===== config.mk =====
export PLATFORM = sky130hd
export DESIGN_NAME = envelope_follower_flat
export DESIGN_NICKNAME = d
export VERILOG_FILES = /design/src/rtl/envelope_follower_pkg.sv /design/src/rtl/envelope_follower_if.sv /design/src/rtl/envelope_follower_env_slew.sv /design/src/rtl/envelope_follower.sv /design/src/flat_wrapper.sv
export SDC_FILE = /design/constraint.sdc
export NUM_CORES = 1
export LEC_CHECK = 0
export CORE_MARGIN = 2
export CORE_UTILIZATION = 65
export CTS_BUF_LIST = sky130_fd_sc_hd__clkbuf_2
export CTS_CLUSTER_DIAMETER = 40
export DETAILED_ROUTE_END_ITERATION = 7
export GPL_TIMING_DRIVEN = 0
export PLACE_DENSITY = 0.86
export SLEW_MARGIN = 5
export SYNTH_ARGS = -nofsm -noshare
export SYNTH_HDL_FRONTEND = slang
export SYNTH_SLANG_ARGS = --single-unit

===== constraint.sdc =====
create_clock -name clk -period 19.9 [get_ports clk]
set_input_delay 3.98 -clock clk [delete_from_list [all_inputs] [get_ports clk]]
set_output_delay 3.98 -clock clk [all_outputs]
set_load 0.02 [all_outputs]

===== src/rtl/envelope_follower_pkg.sv =====
// Shared definitions for the envelope follower and other amplitude-domain blocks:
// default widths, offset-binary helpers and the slew decision encoding.
package envelope_follower_pkg;

    localparam int DEF_DATA_BITS      = 12;
    localparam int DEF_AMPLITUDE_BITS = 8;
    localparam int DEF_FRAC_BITS      = 8;
    localparam int DEF_HOLD_SAMPLES   = 4;

    typedef enum logic [1:0] {
        SLEW_IDLE,
        SLEW_ATTACK,
        SLEW_HOLD,
        SLEW_RELEASE
    } slew_op_e;

    // XOR with this mask converts offset binary to two's complement and back.
    function automatic logic [31:0] sign_mask(input int bits);
        return 32'h1 << (bits - 1);
    endfunction

    // Magnitude of a sign-extended sample, clamped so the most negative code
    // folds onto the largest positive one instead of overflowing.
    function automatic logic [31:0] sat_abs(input logic signed [31:0] v, input int bits);
        logic [31:0] lim;
        logic [31:0] m;
        lim = (32'h1 << (bits - 1)) - 32'h1;
        m   = v[31] ? 32'(-v) : 32'(v);
        return (m > lim) ? lim : m;
    endfunction

endpackage


===== src/rtl/envelope_follower_if.sv =====
// Sample-in / amplitude-out bundle of the envelope follower.
// master drives samples and rate controls; slave returns the envelope.
interface envelope_follower_if
    import envelope_follower_pkg::*;
#(
    parameter int DATA_BITS      = DEF_DATA_BITS,
    parameter int AMPLITUDE_BITS = DEF_AMPLITUDE_BITS
);
    logic [DATA_BITS-1:0]      din;
    logic                      din_valid;
    logic [3:0]                attack_shift;
    logic [3:0]                release_shift;
    logic [AMPLITUDE_BITS-1:0] amplitude;
    logic                      amp_valid;

    modport master (
        output din, din_valid, attack_shift, release_shift,
        input  amplitude, amp_valid
    );

    modport slave (
        input  din, din_valid, attack_shift, release_shift,
        output amplitude, amp_valid
    );
endinterface


===== src/rtl/envelope_follower_env_slew.sv =====
// Peak-tracking accumulator: attack toward higher targets, hold, then release;
// one update per qualified target, result one clock later, no backpressure.
module env_slew
    import envelope_follower_pkg::*;
#(
    parameter int ACC_BITS     = DEF_AMPLITUDE_BITS + DEF_FRAC_BITS,
    parameter int HOLD_SAMPLES = DEF_HOLD_SAMPLES
) (
    input  logic                clk,
    input  logic                rst_n,
    input  logic [ACC_BITS-1:0] tgt_acc,
    input  logic                tgt_vld,
    input  logic [3:0]          attack_shift,
    input  logic [3:0]          release_shift,
    output logic [ACC_BITS-1:0] env,
    output logic                env_vld
);
    localparam int HOLD_RAW = $clog2(HOLD_SAMPLES + 1);
    localparam int HCW      = (HOLD_RAW < 1) ? 1 : HOLD_RAW;
    localparam logic [HCW-1:0]      HOLD_LOAD = HCW'(HOLD_SAMPLES);
    localparam logic [ACC_BITS-1:0] ONE       = ACC_BITS'(1);

    logic [ACC_BITS-1:0] env_q, env_d;
    logic [HCW-1:0]      hold_cnt_q, hold_cnt_d;
    logic                env_vld_q, env_vld_d;
    slew_op_e            op;
    logic [ACC_BITS-1:0] diff_up, diff_dn, step_up, step_dn;

    always_comb begin
        op = SLEW_IDLE;
        if (tgt_vld) begin
            if (tgt_acc >= env_q)
                op = SLEW_ATTACK;
            else if (hold_cnt_q != '0)
                op = SLEW_HOLD;
            else
                op = SLEW_RELEASE;
        end
    end

    // Each step is bounded by its own difference, so env lands on the target
    // at worst and can never overshoot or wrap.
    always_comb begin
        diff_up = tgt_acc - env_q;
        diff_dn = env_q - tgt_acc;
        step_up = diff_up >> attack_shift;
        step_dn = diff_dn >> release_shift;
        if (step_up == '0 && diff_up != '0)
            step_up = ONE;
        if (step_dn == '0 && diff_dn != '0)
            step_dn = ONE;

        env_d      = env_q;
        hold_cnt_d = hold_cnt_q;
        env_vld_d  = tgt_vld;
        case (op)
            SLEW_ATTACK: begin
                env_d      = env_q + step_up;
                hold_cnt_d = HOLD_LOAD;
            end
            SLEW_HOLD:    hold_cnt_d = hold_cnt_q - 1'b1;
            SLEW_RELEASE: env_d      = env_q - step_dn;
            default: ;
        endcase
    end

    always_ff @(posedge clk or negedge rst_n) begin
        if (!rst_n) begin
            env_q      <= '0;
            hold_cnt_q <= '0;
            env_vld_q  <= 1'b0;
        end else begin
            env_q      <= env_d;
            hold_cnt_q <= hold_cnt_d;
            env_vld_q  <= env_vld_d;
        end
    end

    assign env     = env_q;
    assign env_vld = env_vld_q;
endmodule


===== src/rtl/envelope_follower.sv =====
// Amplitude envelope of an offset-binary stream: rectify/scale, then slew.
// Two clocks from din_valid to amp_valid, accepts a sample every cycle, no backpressure.
module envelope_follower
    import envelope_follower_pkg::*;
#(
    parameter int DATA_BITS      = DEF_DATA_BITS,
    parameter int AMPLITUDE_BITS = DEF_AMPLITUDE_BITS,
    parameter int FRAC_BITS      = DEF_FRAC_BITS,
    parameter int HOLD_SAMPLES   = DEF_HOLD_SAMPLES
) (
    input  logic                clk,
    input  logic                rst_n,
    envelope_follower_if.slave  bus
);
    localparam int ACC_BITS = AMPLITUDE_BITS + FRAC_BITS;
    localparam logic [DATA_BITS-1:0] SIGN_MASK = DATA_BITS'(sign_mask(DATA_BITS));

    logic signed [DATA_BITS-1:0] s;
    logic [31:0]                 mag;
    logic [AMPLITUDE_BITS-1:0]   target;
    logic [ACC_BITS-1:0]         tgt_acc_q, tgt_acc_d;
    logic                        v1_q, v1_d;
    logic [ACC_BITS-1:0]         env;
    logic                        env_vld;
    logic                        env_frac_unused;

    always_comb begin
        s   = $signed(bus.din ^ SIGN_MASK);
        mag = sat_abs(32'(s), DATA_BITS);
    end

    // Take the top magnitude bits; narrow samples are left-aligned with zero fill.
    generate
        if (DATA_BITS - 1 >= AMPLITUDE_BITS) begin : g_trunc
            assign target = AMPLITUDE_BITS'(mag >> (DATA_BITS - 1 - AMPLITUDE_BITS));
        end else begin : g_pad
            assign target = AMPLITUDE_BITS'(mag << (AMPLITUDE_BITS - DATA_BITS + 1));
        end
    endgenerate

    always_comb begin
        tgt_acc_d = tgt_acc_q;
        if (bus.din_valid)
            tgt_acc_d = {target, {FRAC_BITS{1'b0}}};
        v1_d = bus.din_valid;
    end

    always_ff @(posedge clk or negedge rst_n) begin
        if (!rst_n) begin
            tgt_acc_q <= '0;
            v1_q      <= 1'b0;
        end else begin
            tgt_acc_q <= tgt_acc_d;
            v1_q      <= v1_d;
        end
    end

    env_slew #(
        .ACC_BITS     (ACC_BITS),
        .HOLD_SAMPLES (HOLD_SAMPLES)
    ) u_slew (
        .clk           (clk),
        .rst_n         (rst_n),
        .tgt_acc       (tgt_acc_q),
        .tgt_vld       (v1_q),
        .attack_shift  (bus.attack_shift),
        .release_shift (bus.release_shift),
        .env           (env),
        .env_vld       (env_vld)
    );

    assign env_frac_unused = ^env[FRAC_BITS-1:0];
    assign bus.amplitude   = env[ACC_BITS-1 -: AMPLITUDE_BITS];
    assign bus.amp_valid   = env_vld;
endmodule


===== src/flat_wrapper.sv =====
// flat-port wrapper written by rule: the top's interface ports become plain ports
module envelope_follower_flat import envelope_follower_pkg::*;
#(
    parameter int DATA_BITS      = DEF_DATA_BITS,
    parameter int AMPLITUDE_BITS = DEF_AMPLITUDE_BITS,
    parameter int FRAC_BITS      = DEF_FRAC_BITS,
    parameter int HOLD_SAMPLES   = DEF_HOLD_SAMPLES
)
  (clk, rst_n, bus_din, bus_din_valid, bus_attack_shift, bus_release_shift, bus_amplitude, bus_amp_valid);
  envelope_follower_if #(.DATA_BITS(DATA_BITS), .AMPLITUDE_BITS(AMPLITUDE_BITS)) bus_i ();
  input  logic clk;
  input  logic rst_n;
  input wire logic [$bits(bus_i.din)-1:0] bus_din;
  input wire logic [$bits(bus_i.din_valid)-1:0] bus_din_valid;
  input wire logic [$bits(bus_i.attack_shift)-1:0] bus_attack_shift;
  input wire logic [$bits(bus_i.release_shift)-1:0] bus_release_shift;
  output wire logic [$bits(bus_i.amplitude)-1:0] bus_amplitude;
  output wire logic [$bits(bus_i.amp_valid)-1:0] bus_amp_valid;
  assign bus_i.din = bus_din;
  assign bus_i.din_valid = bus_din_valid;
  assign bus_i.attack_shift = bus_attack_shift;
  assign bus_i.release_shift = bus_release_shift;
  assign bus_amplitude = bus_i.amplitude;
  assign bus_amp_valid = bus_i.amp_valid;
  envelope_follower #(.DATA_BITS(DATA_BITS), .AMPLITUDE_BITS(AMPLITUDE_BITS), .FRAC_BITS(FRAC_BITS), .HOLD_SAMPLES(HOLD_SAMPLES)) u_core (.clk(clk), .rst_n(rst_n), .bus(bus_i));
endmodule

# --- Yosys cells after proc, flatten, opt, wreduce, memory -nomap -nowiden ---
# Cells that the tools add are included.
totals:
  inputBits: 23
  register_bits: 29
  mem_bits_ro: 0
  out_inout_bits: 9
  latch_bits: 0
  n_memories: 0
  ramBits: 0
  elab_cells: 37
op_classes:
  mul: 0
  mux: 9
  n_eq_ne: 3
  n_addsub: 6
  div: 0
  order_cmp: 2
  bitwise_logic: 1
  n_shift: 2
  n_reduce_logical: 9
ops:
  columns: ["operator", "count"]
  rows:
  - ["16-bit subtractor", 3]
  - ["32-bit by 11-bit > comparator with 1-bit output (second input constant)", 1]
  - ["16-bit zero test", 2]
  - ["16-bit 2-to-1 mux", 2]
  - ["32-bit 2-to-1 mux", 1]
  - ["12-bit negation with 32-bit output", 1]
  - ["16-bit one-hot mux with 2 select lines", 1]
  - ["16-bit nonzero test", 2]
  - ["16-bit by 4-bit right shift with 16-bit output", 2]
  - ["16-bit adder", 1]
  - ["16-bit greater-or-equal comparator", 1]
  - ["11-bit 2-to-1 mux", 1]
  - ["3-bit one-hot mux with 2 select lines", 1]
  - ["2-bit equality test (second input constant)", 2]
  - ["2-bit 2-to-1 mux", 2]
  - ["2-bit nonzero test", 2]
  - ["3-bit nonzero test", 1]
  - ["3-bit by 1-bit subtractor with 3-bit output (second input constant)", 1]
  - ["2-bit by 1-bit equality test with 1-bit output (second input constant)", 1]
  - ["1-bit logical AND", 2]
  - ["1-bit 2-to-1 mux", 1]
  - ["1-bit NOT", 1]

# --- Depth between registers and ports, before layout ---
# Gate-level depths: netlist of the first run.
logic_depth:
  word_depth: 7
  mapped_depth: 31

# --- Hierarchy ---
# A second synthesis of the first run with hierarchy kept.
hier_totals:
  cells_unflattened: 886
  hier_area_um2: 6352.3
by_module_without_submodules:
  columns: ["mod", "n_inst", "cells_per_inst", "seq_area_each_um2", "area_per_inst_um2"]
  rows:
  - ["env_slew", 1, 819, 500.5, 5765.5]
  - ["envelope_follower", 1, 67, 225.2, 586.8]

# --- Least setup slack after synthesis of the first run ---
# Ideal clock, no wire load.
synth_path:
  path_kind: "in2reg"
  from: "input bus_attack_shift[0]"
  to: "register u_core.u_slew.env_q[15], in the netlist u_core.u_slew.env[15]"
  path_slack_ns: 10.156
  stages: 24
  path_buffers: 4
  arrival_time_ns: 9.664
  path_cell_list: "clkbuf_1 > clkbuf_1 > clkbuf_1 > clkbuf_1 > nand3_1 > a32oi_1 > a41oi_1 > or4b_4 > o21a_1 > ha_1 > mux2i_1 > ha_1 > nor2b_1 > o21ai_0 > a21boi_0 > o211ai_1 > a31oi_1 > a31oi_1 > o21ai_0 > or4_1 > a211o_1 > and2_1 > o31ai_2 > xnor2_1"
synth_between:
  elab_chain_cells: 6
synth_rtl:
  columns: ["element", "line", "rtl"]
  rows:
  - ["start: declaration", "flat_wrapper.sv:15", "input wire logic [$bits(bus_i.attack_shift)-1:0] bus_attack_shift;"]
  - ["16-bit by 4-bit right shift with 16-bit output *", "envelope_follower_env_slew.sv:46", "step_up = diff_up >> attack_shift;"]
  - ["16-bit zero test", "envelope_follower_env_slew.sv:48", "if (step_up == '0 && diff_up != '0)"]
  - ["1-bit logical AND", "envelope_follower_env_slew.sv:48", null]
  - ["16-bit 2-to-1 mux *", "envelope_follower_env_slew.sv:48", null]
  - ["16-bit adder *", "envelope_follower_env_slew.sv:58", "env_d = env_q + step_up;"]
  - ["16-bit one-hot mux with 2 select lines *", "envelope_follower_env_slew.sv:56", "case (op)"]
  - ["end signal: assignment", "envelope_follower_env_slew.sv:73", "env_q <= env_d;"]
  - ["end: declaration", "envelope_follower_env_slew.sv:23", "logic [ACC_BITS-1:0] env_q, env_d;"]
# Every way passes the cells marked *; elsewhere a longest branch is shown, timed or not.
# A chain may end at the register's enable or synchronous reset.

# --- Worst setup path after layout of the first run ---
# Ends and elaborated chain as after synthesis.

==> run metrics, run 1 <==
Iter 0 DRT Violations 849; biggest area consumer among synthesized cells dfrtp_1; Reg clk slew, reported paths 130 ps; skew final 24.3 ps; VDD IR max 141 µV; Critical-path top delay cell a32oi_1; hold path cells 0; asr flop ratio synth 1.00; gr ovfl total 0; clk_lat worst skew 370 ps; Hold WS 438 ps; critical path required time 20180 ps; Site Rows 33; final WL 17300 µm; Distinct cells, synth 87; most used flip-flop cell after synthesis dfrtp_1; GPL Wtd Cong 0.999; Port Buf Inserts 29; detailed-placement wirelength estimate 13700 µm; crit-path max FO 10; sequential area share after synthesis 0.136; area grow syn2layout 8.54%; Startpoint Class input port; Starting Density 0.661; status finished, final reports clean; CP Data Arrival Time 11900 ps; Avg Inst Size Synth 7.15 µm²; Place WS 8250 ps; clk sink count 29; final net count 846; post-DR wirelength/cell 19.4 µm; Final Max Slew Viols 0; FF+latch count, synth 29; # setup viols final 0; Largest stage delay, worst path 680 ps; cts bufs inserted 5; CP Launch Point bus_attack_shift[0]; Crit path top cell by count clkbuf_1; Total Routing Usage GR 0.389; initial antenna violation count 0; Synth top area share 0.136; final setup TNS 0 ps; DR DRC count 0; CP Capture Type register; Syn Nets 810; Final Hold Vio Count 0; Worst R2R Start u_core.u_slew.env[9]$_DFFE_PN0P_; routed vias 6091; number of synthesis warnings 0; hold_sp u_core.v1_q$_DFF_PN0_; period utilization 0.584; vias per cell 6.84; maxcap violations 0; Mapped Area 0.00535 mm²; Die Y 94.7 µm; Syn Inst Count 748; setup slack, reg-to-reg 11520 ps; Tmin final 11610 ps; share of cells above drive strength 1 0.0561; Die Width 94.7 µm; Pre-antenna DRT Iters 8; H-tree depth 2; vias in the first global route 5623; full die area 0.00897 mm²; CTS tree yes; reg2reg path depth 27; Slew @ Worst Pin 1050 ps; largest net degree at the start of global routing 30; Post-CTS Setup Repair Bufs 0; fill count 643; Power Dens Cells 172 mW/mm²; number of synthesized flops with an enable pin 0; CTS Root Cell clkbuf_2; Setup WS post-layout 8290 ps; RSZ-0062 raised after global routing no; relative slew slack 0.296; PostCTS Resize Cnt 0; Leakage Power 2.41 nW; ANT cells 0; Achievable Freq 0.0861 GHz; first-pass GRT wire length 27600 µm; # hold bufs at CTS 0; Setup Crit Path Kind in2reg; I/O pins 32; ranking of synthesized cells by area dfrtp_1 14%, ha_1 8.7%, xnor2_1 5.1%, a21oi_1 4.8%, nand2_1 4.6%; remaining antenna violation count 0; Max Root-Sink Buffers 2; worst min path class reg2reg; core area 0.00809 mm²
-- sequential cells by signal, summed over array words and instances (netlist names) --
register / flops
u_core.u_slew.env: 16
u_core.v1_q: 1
u_core.tgt_acc_q: 8
u_core.u_slew.hold_cnt_q: 3
u_core.u_slew.env_vld: 1
-- cell usage in the layout (no fill, tap or decap), types with 6 or more instances in the layout --
master,instances
xnor2_1,31
o21bai_1,6
ha_1,37
nor4_1,15
nor3_1,20
nand2_1,66
nand2b_1,15
nand3_1,19
nor2_1,65
buf_4,8
a2111oi_0,6
clkbuf_1,44
and2_1,9
a21o_1,12
dfrtp_1,29
o21ai_0,44
xor2_1,11
mux2_2,7
a21oi_1,51
inv_1,44
a211oi_1,13
and3_1,8
a31oi_1,15
a32oi_1,8
o211ai_1,6
nor2b_1,10
or3_1,10
clkdlybuf4s50_1,28
mux2i_1,18
clkbuf_2,6
o21a_1,6
o22ai_1,6
-- final cells by class --
cell class                 count  area (µm²)  area share
multi-input combinational    615        4190       0.722
tap                          105         131      0.0226
buffer                        58         258      0.0444
clock buffer                   6        30.0     0.00517
inverter                      46         173      0.0297
clock inverter                 2        10.0     0.00172
sequential                    29         726       0.125
timing repair buffer          29         285      0.0491
-- metrics by stage --
stage,std cells,power [W],area (µm²),utilization
finish,890,0.000999,5800,0.717
global route,890,0.00107,5800,0.717
detailed placement,882,0.000931,5770,0.713
CTS,890,0.000969,5810,0.718
floorplan,748,0.000714,5350,-
global placement,882,0.000901,5770,0.713
-- worst paths after layout --
kind,end
hold / removal,u_core.u_slew.env_vld$_DFF_PN0_
setup / recovery,u_core.u_slew.env[15]$_DFFE_PN0P_
hold reg to reg,u_core.u_slew.env_vld$_DFF_PN0_
max in group asynchronous,u_core.u_slew.env[7]$_DFFE_PN0P_
setup reg to reg,u_core.u_slew.env[15]$_DFFE_PN0P_
min in group asynchronous,u_core.u_slew.env[9]$_DFFE_PN0P_
-- critical path: cells and delay by family --
family | cells | cell delay, ps
buffers and inverters | 5 | 2060
adder cells (fa/ha/maj) | 2 | 600
multiplexers | 1 | 320
AO/OA/AOI/OAI | 11 | 3220
AND/OR/NAND/NOR | 5 | 1530
XOR/XNOR | 1 | 160
-- synth_stat cells, types with 6 or more instances --
library cell   n
a2111oi_0      6
a211oi_1      13
a21o_1        12
a21oi_1       51
a31oi_1       15
a32oi_1        8
and2_1         9
and3_1         8
buf_4          8
clkbuf_1      44
dfrtp_1       29
ha_1          37
inv_1         44
mux2_2         7
mux2i_1       18
nand2_1       66
nand2b_1      15
nand3_1       19
nor2_1        65
nor2b_1       10
nor3_1        20
nor4_1        15
o211ai_1       6
o21a_1         6
o21ai_0       44
o21bai_1       6
o22ai_1        6
or3_1         10
xnor2_1       31
xor2_1        11
-- cells by family after synthesis --
family | after synthesis | share of synthesized area
buf+inv | 104 | 0.0805
mux | 26 | 0.0526
xor+xnor | 42 | 0.0688
fa+ha+maj | 39 | 0.0941
flops | 29 | 0.136
simple gates | 272 | 0.263
compound gates | 236 | 0.305
-- layer usage --
| layer | GRT usage | vias to the layer above | wire, µm |
|---|---|---|---|
| li1 | - | 2828 | - |
| met3 | 0.0638 | 72 | 1720 |
| met5 | 0 | - | 0 |
| met2 | 0.642 | 381 | 7940 |
| met4 | 0.163 | 0 | 706 |
| met1 | 0.502 | 2810 | 6930 |
-- power breakdown --
part           switching (W)   total, W  internal [W]
Clock              0.0000212  0.0000300    0.00000881
Combinational       0.000533   0.000859      0.000326
Sequential         0.0000293   0.000110     0.0000808
Total               0.000583   0.000999      0.000416
(Power assumes the default switching activity.)
==> run 2, diff against run 1 <==
- CORE_UTILIZATION: 65 -> 63
- PLACE_DENSITY: 0.86 -> 0.84
- clock period: 19.9 -> 11.6 ns (I/O delays scaled with it)
==> run 2 against run 1 <==
Sequential power grew 75%. Combinational power increased by 75%. Setup slack lost 6800 ps. Die area is 3.0% higher. Cell count stayed put. Via count up 3.3%. Wire length up 7.7%. Total power is 79% higher.
==> run metrics, run 2 (same netlist as run 1, synthesis figures left out) <==
status finished, final reports clean; vias in the first global route 5829 (+3.7%); CP Capture Type register; skew final 28.9 ps (+4.61 ps); Setup Crit Path Kind in2reg; clk_lat worst skew 390 ps (+20 ps); period utilization 0.870; cts bufs inserted 5 (unchanged); Startpoint Class input port; full die area 0.00924 mm² (+3.0%); Post-CTS Setup Repair Bufs 0 (unchanged); detailed-placement wirelength estimate 14700 µm (+7.4%); final WL 18600 µm (+7.7%); share of cells above drive strength 1 0.0561 (unchanged); crit-path max FO 10 (unchanged); VDD IR max 263 µV (+87%); Leakage Power 2.43 nW (+0.84%); Tmin final 10090 ps; RSZ-0062 raised after global routing no; vias per cell 7.07 (+3.3%); CP Data Arrival Time 10410 ps (-1490 ps); CP endpoint u_core.u_slew.env[15]$_DFFE_PN0P_; Crit path top cell by count clkbuf_1; core area 0.00822 mm² (+1.5%); commonest non-fill, non-tap cell in the layout nand2_1; CP Launch Point bus_attack_shift[0]; # hold bufs at CTS 0 (unchanged); Pre-antenna DRT Iters 6 (-2); worst min path class reg2reg; CTS Root Cell clkbuf_2; routed vias 6289 (+3.3%); gr ovfl total 0 (unchanged); maxcap violations 0 (unchanged); Max Root-Sink Buffers 2 (unchanged); # setup viols final 0 (unchanged); Worst R2R Start u_core.u_slew.env[9]$_DFFE_PN0P_; Total Routing Usage GR 0.412 (+0.0233); remaining antenna violation count 0 (unchanged); Final Max Slew Viols 0 (unchanged); Multi-input gate area 0.00419 mm² (unchanged); most frequent cells in the layout 66 x nand2_1, 65 x nor2_1, 51 x a21oi_1; PostCTS Resize Cnt 0 (unchanged); Power Dens Cells 306 mW/mm² (+78%); fill count 675 (+5.0%); Largest stage delay, worst path 690 ps (about the same); Iter 0 DRT Violations 767 (-9.7%); DR DRC count 0 (unchanged); Achievable Freq 0.0991 GHz; Die Y 96.1 µm (+1.5%); hold path cells 0 (unchanged); reg2reg path depth 27 (unchanged); critical path required time 11920 ps (-8260 ps); setup slack, reg-to-reg 3010 ps (-8510 ps); final setup TNS 0 ps (unchanged); I/O pins 32 (unchanged); largest net degree at the start of global routing 30 (unchanged); H-tree depth 2 (unchanged); ANT cells 0 (unchanged); FF+latch area 726 µm² (unchanged); final net count 846 (unchanged); Final Hold Vio Count 0 (unchanged); clk sink count 29 (unchanged); Starting Density 0.651 (-0.00996); first-pass GRT wire length 29500 µm (+6.7%); initial antenna violation count 0 (unchanged); Site Rows 33 (unchanged); Die Width 96.1 µm (+1.5%); CTS tree yes; Place WS 1400 ps (-6850 ps); r2r endpoint u_core.u_slew.env[15]$_DFFE_PN0P_; Slew @ Worst Pin 982 ps (-65.0 ps); Reg clk slew, reported paths 190 ps (+60 ps); Critical-path top delay cell a32oi_1; Port Buf Inserts 29 (unchanged); max FFs per register 16 (unchanged); relative slew slack 0.339 (+0.0437); post-DR wirelength/cell 20.9 µm (+7.7%); area grow syn2layout 9.48%; GPL Wtd Cong 0.978 (-2.1%); Setup WS post-layout 1510 ps (-6770 ps)
run 2: cell types whose count changed in the layout (fill, tap and decap cells not counted), sizes merged:
cell    delta
bufinv     +2
clkbuf     -1
clkinv     -1
run 2: how the worst min path moves through the flow:
| stage | start | to |
|---|---|---|
| 2_1_floorplan | u_core.v1_q$_DFF_PN0_ | u_core.u_slew.env_vld$_DFF_PN0_ |
| 3_3_place_gp | u_core.v1_q$_DFF_PN0_ | u_core.u_slew.env_vld$_DFF_PN0_ |
| 3_5_place_dp | u_core.v1_q$_DFF_PN0_ | u_core.u_slew.env_vld$_DFF_PN0_ |
| 4_1_cts | u_core.v1_q$_DFF_PN0_ | u_core.u_slew.env_vld$_DFF_PN0_ |
| 5_1_grt | u_core.v1_q$_DFF_PN0_ | u_core.u_slew.env_vld$_DFF_PN0_ |
| 6_report | u_core.v1_q$_DFF_PN0_ | u_core.u_slew.env_vld$_DFF_PN0_ |
run 2: final cells by class:
class	count	share of cell area
Buffer	58	0.0440
Clock buffer	5	0.00427
Clock inverter	3	0.0111
Inverter	46	0.0295
Multi-Input combinational cell	615	0.716
Sequential cell	29	0.124
Tap cell	105	0.0224
Timing Repair Buffer	29	0.0487
run 2: metal layers:
metal,vias to the layer above,wire length (µm),track usage
met5,-,0,0
met4,0,992,0.207
met3,96,1800,0.0650
met2,440,8570,0.688
met1,2920,7260,0.512
li1,2833,-,-
run 2: per-stage QoR:
stage                     hold slack (ps)  power, W  utilization  area [µm²]  cells
final                                 449   0.00179        0.713        5850    890
after detailed placement              399   0.00162        0.702        5770    882
after floorplan                       371   0.00123            -        5350    748
after global placement                399   0.00154        0.702        5770    882
after global routing                  454   0.00191        0.713        5850    890
after CTS                             438   0.00173        0.713        5860    890
run 2: power by group:
part | total (W) | switching, W | internal, W
combinational | 0.00150 | 0.000941 | 0.000561
sequential | 0.000192 | 0.0000530 | 0.000139
clock | 0.0000983 | 0.0000405 | 0.0000578
total | 0.00179 | 0.00103 | 0.000758
run 2: critical path, delay by kind of cell:
kind	cells	cell delay [ps]
XOR/XNOR	1	190
buffers and inverters	5	2140
AO/OA/AOI/OAI	11	3370
adder cells (fa/ha/maj)	2	570
multiplexers	1	290
AND/OR/NAND/NOR	5	1520
